===== src/rtl/cmd_fetch_pkg.sv =====
// cmd_fetch_pkg: shared types and helpers for the command fetch sequencer.
//   state_e : fetch FSM states (IDLE, RUN, DONE)
//   sat_inc : saturating increment for counters up to 64 bits wide
package cmd_fetch_pkg;

    typedef enum logic [1:0] {
        IDLE = 2'd0,
        RUN  = 2'd1,
        DONE = 2'd2
    } state_e;

    // Increment value, saturating at the all-ones pattern of the given width.
    // Callers cast their counter up to 64 bits and the result back down.
    function automatic logic [63:0] sat_inc(input logic [63:0] value, input int unsigned width);
        logic [63:0] all_ones;
        all_ones = (width >= 64) ? '1 : ((64'd1 << width) - 64'd1);
        return (value >= all_ones) ? value : value + 64'd1;
    endfunction

endpackage


===== src/rtl/cmd_fetch.sv =====
// cmd_fetch: command memory sequencer for one processor core.
//   Drives the read address of a synchronous-read command memory, holds the
//   program counter and presents one command per cycle to the core decoder.
//   Also arbitrates the memory write port: the host may load programs only
//   while the core is not executing.
// Ports:
//   clk, reset                   clock, synchronous active-high reset
//   start, start_addr            begin/restart execution at start_addr
//   halt, jump_en, jump_addr     core control: stop, redirect
//   cmd_out/cmd_addr/cmd_valid   command to the core, cmd_ready accepts it
//   done, wr_err, instr_count    status: finished, dropped host write, retired count
//   mem_read_addr, mem_cmd       memory read port (data one cycle after address)
//   host_we/addr/data            host load port
//   mem_we/waddr/wdata           memory write port
//   fsm_state                    current FSM state, for observation
//
// Handshake: a command retires in any cycle where cmd_valid and cmd_ready are
// both high; cmd_out/cmd_addr stay stable while cmd_valid is high and
// cmd_ready is low, unless the core itself redirects with halt or jump_en.
module cmd_fetch
    import cmd_fetch_pkg::*;
#(
    parameter int CMD_WIDTH  = 128,
    parameter int ADDR_WIDTH = 8,
    parameter int CNT_WIDTH  = 32
) (
    input  logic                  clk,
    input  logic                  reset,
    input  logic                  start,
    input  logic [ADDR_WIDTH-1:0] start_addr,
    input  logic                  halt,
    input  logic                  jump_en,
    input  logic [ADDR_WIDTH-1:0] jump_addr,
    output logic [CMD_WIDTH-1:0]  cmd_out,
    output logic [ADDR_WIDTH-1:0] cmd_addr,
    output logic                  cmd_valid,
    input  logic                  cmd_ready,
    output logic                  done,
    output logic                  wr_err,
    output logic [CNT_WIDTH-1:0]  instr_count,
    output logic [ADDR_WIDTH-1:0] mem_read_addr,
    input  logic [CMD_WIDTH-1:0]  mem_cmd,
    input  logic                  host_we,
    input  logic [ADDR_WIDTH-1:0] host_addr,
    input  logic [CMD_WIDTH-1:0]  host_data,
    output logic                  mem_we,
    output logic [ADDR_WIDTH-1:0] mem_waddr,
    output logic [CMD_WIDTH-1:0]  mem_wdata,
    output logic [1:0]            fsm_state
);

    localparam logic [1:0] S_IDLE = IDLE;
    localparam logic [1:0] S_RUN  = RUN;
    localparam logic [1:0] S_DONE = DONE;

    logic [1:0]            state;
    logic [1:0]            state_next;
    logic [ADDR_WIDTH-1:0] pc;
    logic [ADDR_WIDTH-1:0] pc_next;
    logic                  handshake;
    logic                  pc_last;
    logic                  begin_run;

    assign handshake = (state == S_RUN) && cmd_ready;
    assign pc_last   = &pc;
    assign begin_run = start && (state != S_RUN);

    // Next pc is also the next read address: the memory registers it on the
    // same edge that updates pc, so the matching command lands with no bubble.
    always_comb begin
        state_next = state;
        pc_next    = pc;
        case (state)
            S_RUN: begin
                if (halt) begin
                    state_next = S_DONE;
                end else if (jump_en) begin
                    pc_next = jump_addr;
                end else if (handshake) begin
                    if (pc_last) begin
                        state_next = S_DONE;   // top of memory: stop, never wrap
                    end else begin
                        pc_next = pc + ADDR_WIDTH'(1);
                    end
                end
            end
            default: begin
                if (start) begin
                    state_next = S_RUN;
                    pc_next    = start_addr;
                end
            end
        endcase
    end

    always_comb begin
        mem_read_addr = pc_next;
        // IDLE keeps the entry address on the read port even without start.
        if (state == S_IDLE) begin
            mem_read_addr = start_addr;
        end
    end

    always_ff @(posedge clk) begin
        if (reset) begin
            state       <= S_IDLE;
            pc          <= '0;
            instr_count <= '0;
            wr_err      <= 1'b0;
        end else begin
            state <= state_next;
            pc    <= pc_next;
            if (begin_run) begin
                instr_count <= '0;
                wr_err      <= 1'b0;
            end else begin
                if (handshake) begin
                    instr_count <= CNT_WIDTH'(sat_inc(64'(instr_count), CNT_WIDTH));
                end
                if ((state == S_RUN) && host_we) begin
                    wr_err <= 1'b1;
                end
            end
        end
    end

    assign cmd_out   = mem_cmd;
    assign cmd_addr  = pc;
    assign cmd_valid = (state == S_RUN);
    assign done      = (state == S_DONE);
    assign fsm_state = state;

    // Host writes pass straight through unless the core is executing.
    assign mem_we    = host_we && (state != S_RUN);
    assign mem_waddr = host_addr;
    assign mem_wdata = host_data;

endmodule


===== config.mk =====
export PLATFORM = sky130hd
export DESIGN_NAME = cmd_fetch
export DESIGN_NICKNAME = d
export VERILOG_FILES = /design/src/rtl/cmd_fetch_pkg.sv /design/src/rtl/cmd_fetch.sv
export SDC_FILE = /design/constraint.sdc
export NUM_CORES = 1
export LEC_CHECK = 0
export ABC_CLOCK_PERIOD_IN_PS = 4600
export CAP_MARGIN = 20
export CORE_AREA = 5 5 230 232
export CTS_CLUSTER_SIZE = 28
export DETAILED_ROUTE_END_ITERATION = 10
export DIE_AREA = 0 0 235 237
export PLACE_DENSITY = 0.35
export SLEW_MARGIN = 20
export SYNTH_ARGS = -nofsm -noshare
export SYNTH_HDL_FRONTEND = slang
export SYNTH_SLANG_ARGS = --single-unit

===== constraint.sdc =====
create_clock -name clk -period 4.6 [get_ports clk]
set_input_delay 0.46 -clock clk [delete_from_list [all_inputs] [get_ports clk]]
set_output_delay 0.46 -clock clk [all_outputs]
set_load 0.1 [all_outputs]

* Word-level counts from Yosys, hierarchy flattened *
Cells that the tools add are included.

word-level totals
  bits in registers = 43
  output and inout bits = 318

cells by class
  multiplexer cells = 13
  reductions and logical operators = 10
  $add $sub $neg = 2
  eq/ne operators = 6
  order comparisons = 1
  bitwise operators = 1

operators by type and width
  kind                   count
  $mux 8                 7
  $add 32x1->32 const B  1
  $ge 32x32->1 const B   1
  $mux 2                 6
  $add 8x1->8 const B    1
  $reduce_and 8->1       1
  $ne 3x2->1 const B     2
  $logic_and 1x1->1      4
  $reduce_and 4->1       1
  $ne 3x3->1 const B     1
  $eq 2x1->1 const B     1
  $eq 2x2->1 const B     1
  $logic_not 2->1        1
  $ne 2x1->1 const B     1
  $reduce_and 2->1       1
  $reduce_bool 2->1      1
  $reduce_or 2->1        1
  $not 1->1              1

* Depth between registers and ports, before layout *
  word-level depth = 7
  gate-level depth with buffers = 8

* Least setup slack after synthesis *
OpenSTA, ideal clock, no wires.

  path kind = register to output
  start = reg pc[0], in the netlist cmd_addr[0]
  end = out mem_read_addr[0]
  path slack = -66 ps
  stages on the path, launching flop included = 7
  arrival = 4,206 ps
  buffers on the path = 0
  data required time = 4,140 ps
  path through = dfxtp_1 ha_1 nand2_1 or3_1 a21oi_1 nor3b_1 o21ai_0

on the way
  cells in the longest elaborated chain, start to end = 7
  elaborated cells on any way between the ends = 9

ends and longest elaborated chain
  what                                                    line                              RTL
  from (decl)                                             cmd_fetch.sv:58                   logic [ADDR_WIDTH-1:0] pc;
  from (signal assigned)                                  cmd_fetch.sv:112                  pc <= pc_next;
  $add 8x1->8 / $reduce_and 8->1 (equally long branches)  cmd_fetch.sv:83, cmd_fetch.sv:65
  $mux 8                                                  cmd_fetch.sv:80                   if (pc_last) begin
  $mux 8                                                  cmd_fetch.sv:79                   end else if (handshake) begin
  $mux 8                                                  cmd_fetch.sv:77                   end else if (jump_en) begin
  $mux 8                                                  cmd_fetch.sv:75                   if (halt) begin
  $mux 8 *                                                cmd_fetch.sv:73                   case (state)
  $mux 8 *                                                cmd_fetch.sv:99                   if (state == S_IDLE) begin
  to (decl)                                               cmd_fetch.sv:41                   output logic [ADDR_WIDTH-1:0] mem_read_addr,

Mark *: on every way between the ends. The rest lies on a longest branch, timed or not.

* Final worst setup path *
  start = reg state[1], in the netlist fsm_state[1]
  end = out mem_read_addr[7]

on the way
  cells in the longest elaborated chain, start to end = 7
  elaborated cells on any way between the ends = 8

ends and longest elaborated chain
  what                    line                              RTL
  from (decl)             cmd_fetch.sv:56                   logic [1:0] state;
  from (signal assigned)  cmd_fetch.sv:111                  state <= state_next;
  $eq 2x1->1              cmd_fetch.sv:64, cmd_fetch.sv:73
  $logic_and 1x1->1       cmd_fetch.sv:64                   assign handshake = (state == S_RUN) && cmd_ready;
  $mux 8                  cmd_fetch.sv:79
  $mux 8                  cmd_fetch.sv:77
  $mux 8                  cmd_fetch.sv:75
  $mux 8                  cmd_fetch.sv:73
  $mux 8 *                cmd_fetch.sv:99

Marked as above.

==> results.py <==
metrics = {
    "drt": {
        "via_per_inst": 3.022,
        "drt_iter0_drc": 160,
        "drt_drc_violations_left": 0,
        "drtAntennaViolNets": 0,
        "vias": 3303,
        "wire_per_inst_um": 17.32,
        "wl_mm": 18.93,
        "dr.pass1.iters": 5,
    },
    "floorplanning": {
        "ios": 605,
        "initial_core_util_pct": 8.978,
        "die_area_um2": 55700,
        "die_y_um": 237,
        "design.core.area_um2": 50780,
        "die_w_um": 235,
        "rows": 83,
    },
    "cells_and_area": {
        "finalInstanceArea_um2": 4285,
        "layout_common_cells": "clkdlybuf4s50_1, dfxtp_1, nand2_1, a21oi_1, nor2_1",
        "antennaDiodeCount": 0,
        "nets": 701,
        "final_util_pct": 8.439,
        "regArea_um2": 860.8,
        "drive_above_1_share_pct": 7.264,
        "mostFrequentLayoutCell": "clkdlybuf4s50_1",
        "multi_input_area_um2": 1598,
        "fillers": 5976,
        "synthToLayoutAreaGrowth_pct": -6.010,
    },
    "worst_setup_path": {
        "cp_max_fo": 14,
        "crit_type": "reg2out",
        "path_common_cell": "nor2_1",
        "critical_path_buf_inv_count": 2,
        "cpLargestDelayFamily": "simple AND/OR/NAND/NOR gates",
        "cp.arrival_ns": 2.88,
        "critPathLaunchType": "register",
        "crit_chain": "nand2b_1, inv_1, nor2_1, nor2_1, a221oi_1, a21oi_2, buf_4",
        "critPathMaxStageDelay_ns": 0.60,
        "crit_path_top_delay_cell": "dfxtp_1",
        "required_ns": 4.14,
        "crit_path_end_kind": "output pin",
    },
    "cts": {
        "cts_tree": "done",
        "cts.htree.levels": 2,
        "cts-root-buf": "clkbuf_16",
        "clk_latency_ns": 0.31,
        "cts_setup_buffers": 0,
        "cts_buffer_depth": 2,
        "cts.sinks": 43,
        "cts_resized": 0,
        "clk_pin_slew_ns": 0.07,
        "hold_buffers": 0,
        "numCtsBuffers": 5,
    },
    "synth": {
        "synth_area_leaders": "buf_4, dfxtp_1, a21oi_1, nand2_1, nor2_1",
        "syn_area_um2": 4559,
        "netlist.area_leader.share_pct": 43.80,
        "yosysSeqAreaShare_pct": 18.88,
        "synth.largest_area_cell": "buf_4",
        "yosys_warnings": 0,
        "async_flop_share_pct": 0,
        "syn_area_per_cell_um2": 7.487,
        "ys.flop_type": "dfxtp_1",
        "yosys.cell_types.count": 58,
        "ys_seq_elements": 43,
        "synth.net_count": 898,
        "synthCells": 609,
        "synth_edf_count": 0,
    },
    "sta": {
        "worst-slew-pin-transition_ns": 1.186,
        "drv_slew": 0,
        "rsz0062_at_grt": "false",
        "finalSetupTns_ns": 0,
        "fmax_ghz": 0.2995,
        "period_needed_ns": 3.339,
        "fin_crit_sh_pct": 72.58,
        "max_slew_margin_pct": 20.71,
        "worst_hold_slack_ns": 0.5145,
        "finClkSkew_ns": 0.007074,
        "setup_violations": 0,
        "final-hold-violation-count": 0,
    },
    "global_route": {
        "antenna_found_initial": 0,
        "grt_max_degree": 22,
        "grt-ovfl-total": 0,
        "grt_pass1_wl_mm": 25.81,
        "grt_pass1_vias": 3300,
        "grt_usage_pct": 6.442,
    },
    "pwr": {
        "p_per_area_nw_per_um2": 269.4,
        "peakVddDrop_v": 0.0001246,
        "leakagePower_nw": 1.228,
    },
    "job": {
        "cap_violations": 0,
    },
    "placed_design": {
        "place.port_buffers": 76,
        "dp_hpwl_mm": 15.39,
        "gp_congestion": 0.7191,
        "placed_cell_area_um2": 4114,
    },
    "outcome": {
        "status": "finished, final reports clean",
    },
    "min_path": {
        "hp-class": "reg2reg",
    },
}
==> synthesized netlist by cell type, drive strengths merged (3+ instances only) <==
master and n:
or3 18, and4 3, and3 5, a21oi 39, and2 8, nand3 16, a311oi 4, nand2 39
buf 273, or4 6, nor2 31, dfxtp 43, inv 11, o211ai 8, a22oi 5, o21ai 25
nand4 9, nor4 3, nand2b 4, clkbuf 10, a211oi 4, a31oi 7
==> path summary, 6_finish.rpt <==
| path | startpoint | endpoint | slack (ns) | depth (start not counted) |
|---|---|---|---|---|
| setup / recovery | fsm_state[1] | mem_read_addr[7] | 1.26 | 7 |
| hold / removal | wr_err | wr_err | 0.51 | 2 |
| setup reg to reg | fsm_state[0] | instr_count[30] | 1.92 | 5 |
| hold reg to reg | wr_err | wr_err | 0.51 | 2 |
==> area by class of cell <==
class | instances | area share [%]
clock inverter | 3 | 1.080
inverter | 11 | 0.9635
multi-input combinational | 272 | 37.28
tap | 680 | 19.85
clock buffer | 5 | 2.920
sequential | 43 | 20.09
timing repair buffer | 79 | 17.81
==> flip-flops by register name (all words and copies together), names as in the netlist <==
name         count
cmd_addr         8
fsm_state        2
wr_err           1
instr_count     32
==> power breakdown <==
part           total, mW  internal (mW)  switching (mW)  leakage (nW)
Sequential         0.399          0.380          0.0182         0.349
Combinational      0.308         0.0751           0.233         0.799
Clock              0.448          0.259           0.189        0.0804
Total               1.15          0.715           0.440          1.23
==> worst reg2reg max path, stage by stage, from the launching register on <==
cell	delay [ns]
dfxtp_1	0.59
nand2b_1	0.38
nand2_1	0.31
nand2_1	0.56
or4_1	0.71
nand2_1	0.07
==> metrics by stage <==
| stage | setup WS [ns] | power, mW | instances |
|---|---|---|---|
| finish | 1.261 | 1.155 | 1093 |
| global route | 1.038 | 1.215 | 1093 |
| CTS | 1.161 | 1.193 | 1093 |
| detailed placement | 1.275 | 0.7233 | 1085 |
| global placement | 1.266 | 0.7238 | 1085 |
| floorplan | 0.3337 | 1.702 | 609 |
==> routing by layer <==
layer | global-route usage (%) | part of all wire, % | routed length, µm | vias to the layer above
met2 | 10.97 | 49 | 9268 | 300
met4 | 3.893 | 5.8 | 1103 | 0
met5 | 0 | 0 | 0 | -
li1 | - | - | - | 1422
met3 | 3.739 | 12 | 2297 | 118
met1 | 5.986 | 33 | 6263 | 1463
==> cells by family after synthesis <==
kind of cell | synth area share (%)
flops | 18.88
buf+inv | 46.24
compound gates | 15.01
xor+xnor | 0.7685
fa+ha+maj | 0.5488
mux | 0.6861
simple gates | 17.87
(Power assumes the default switching activity.)
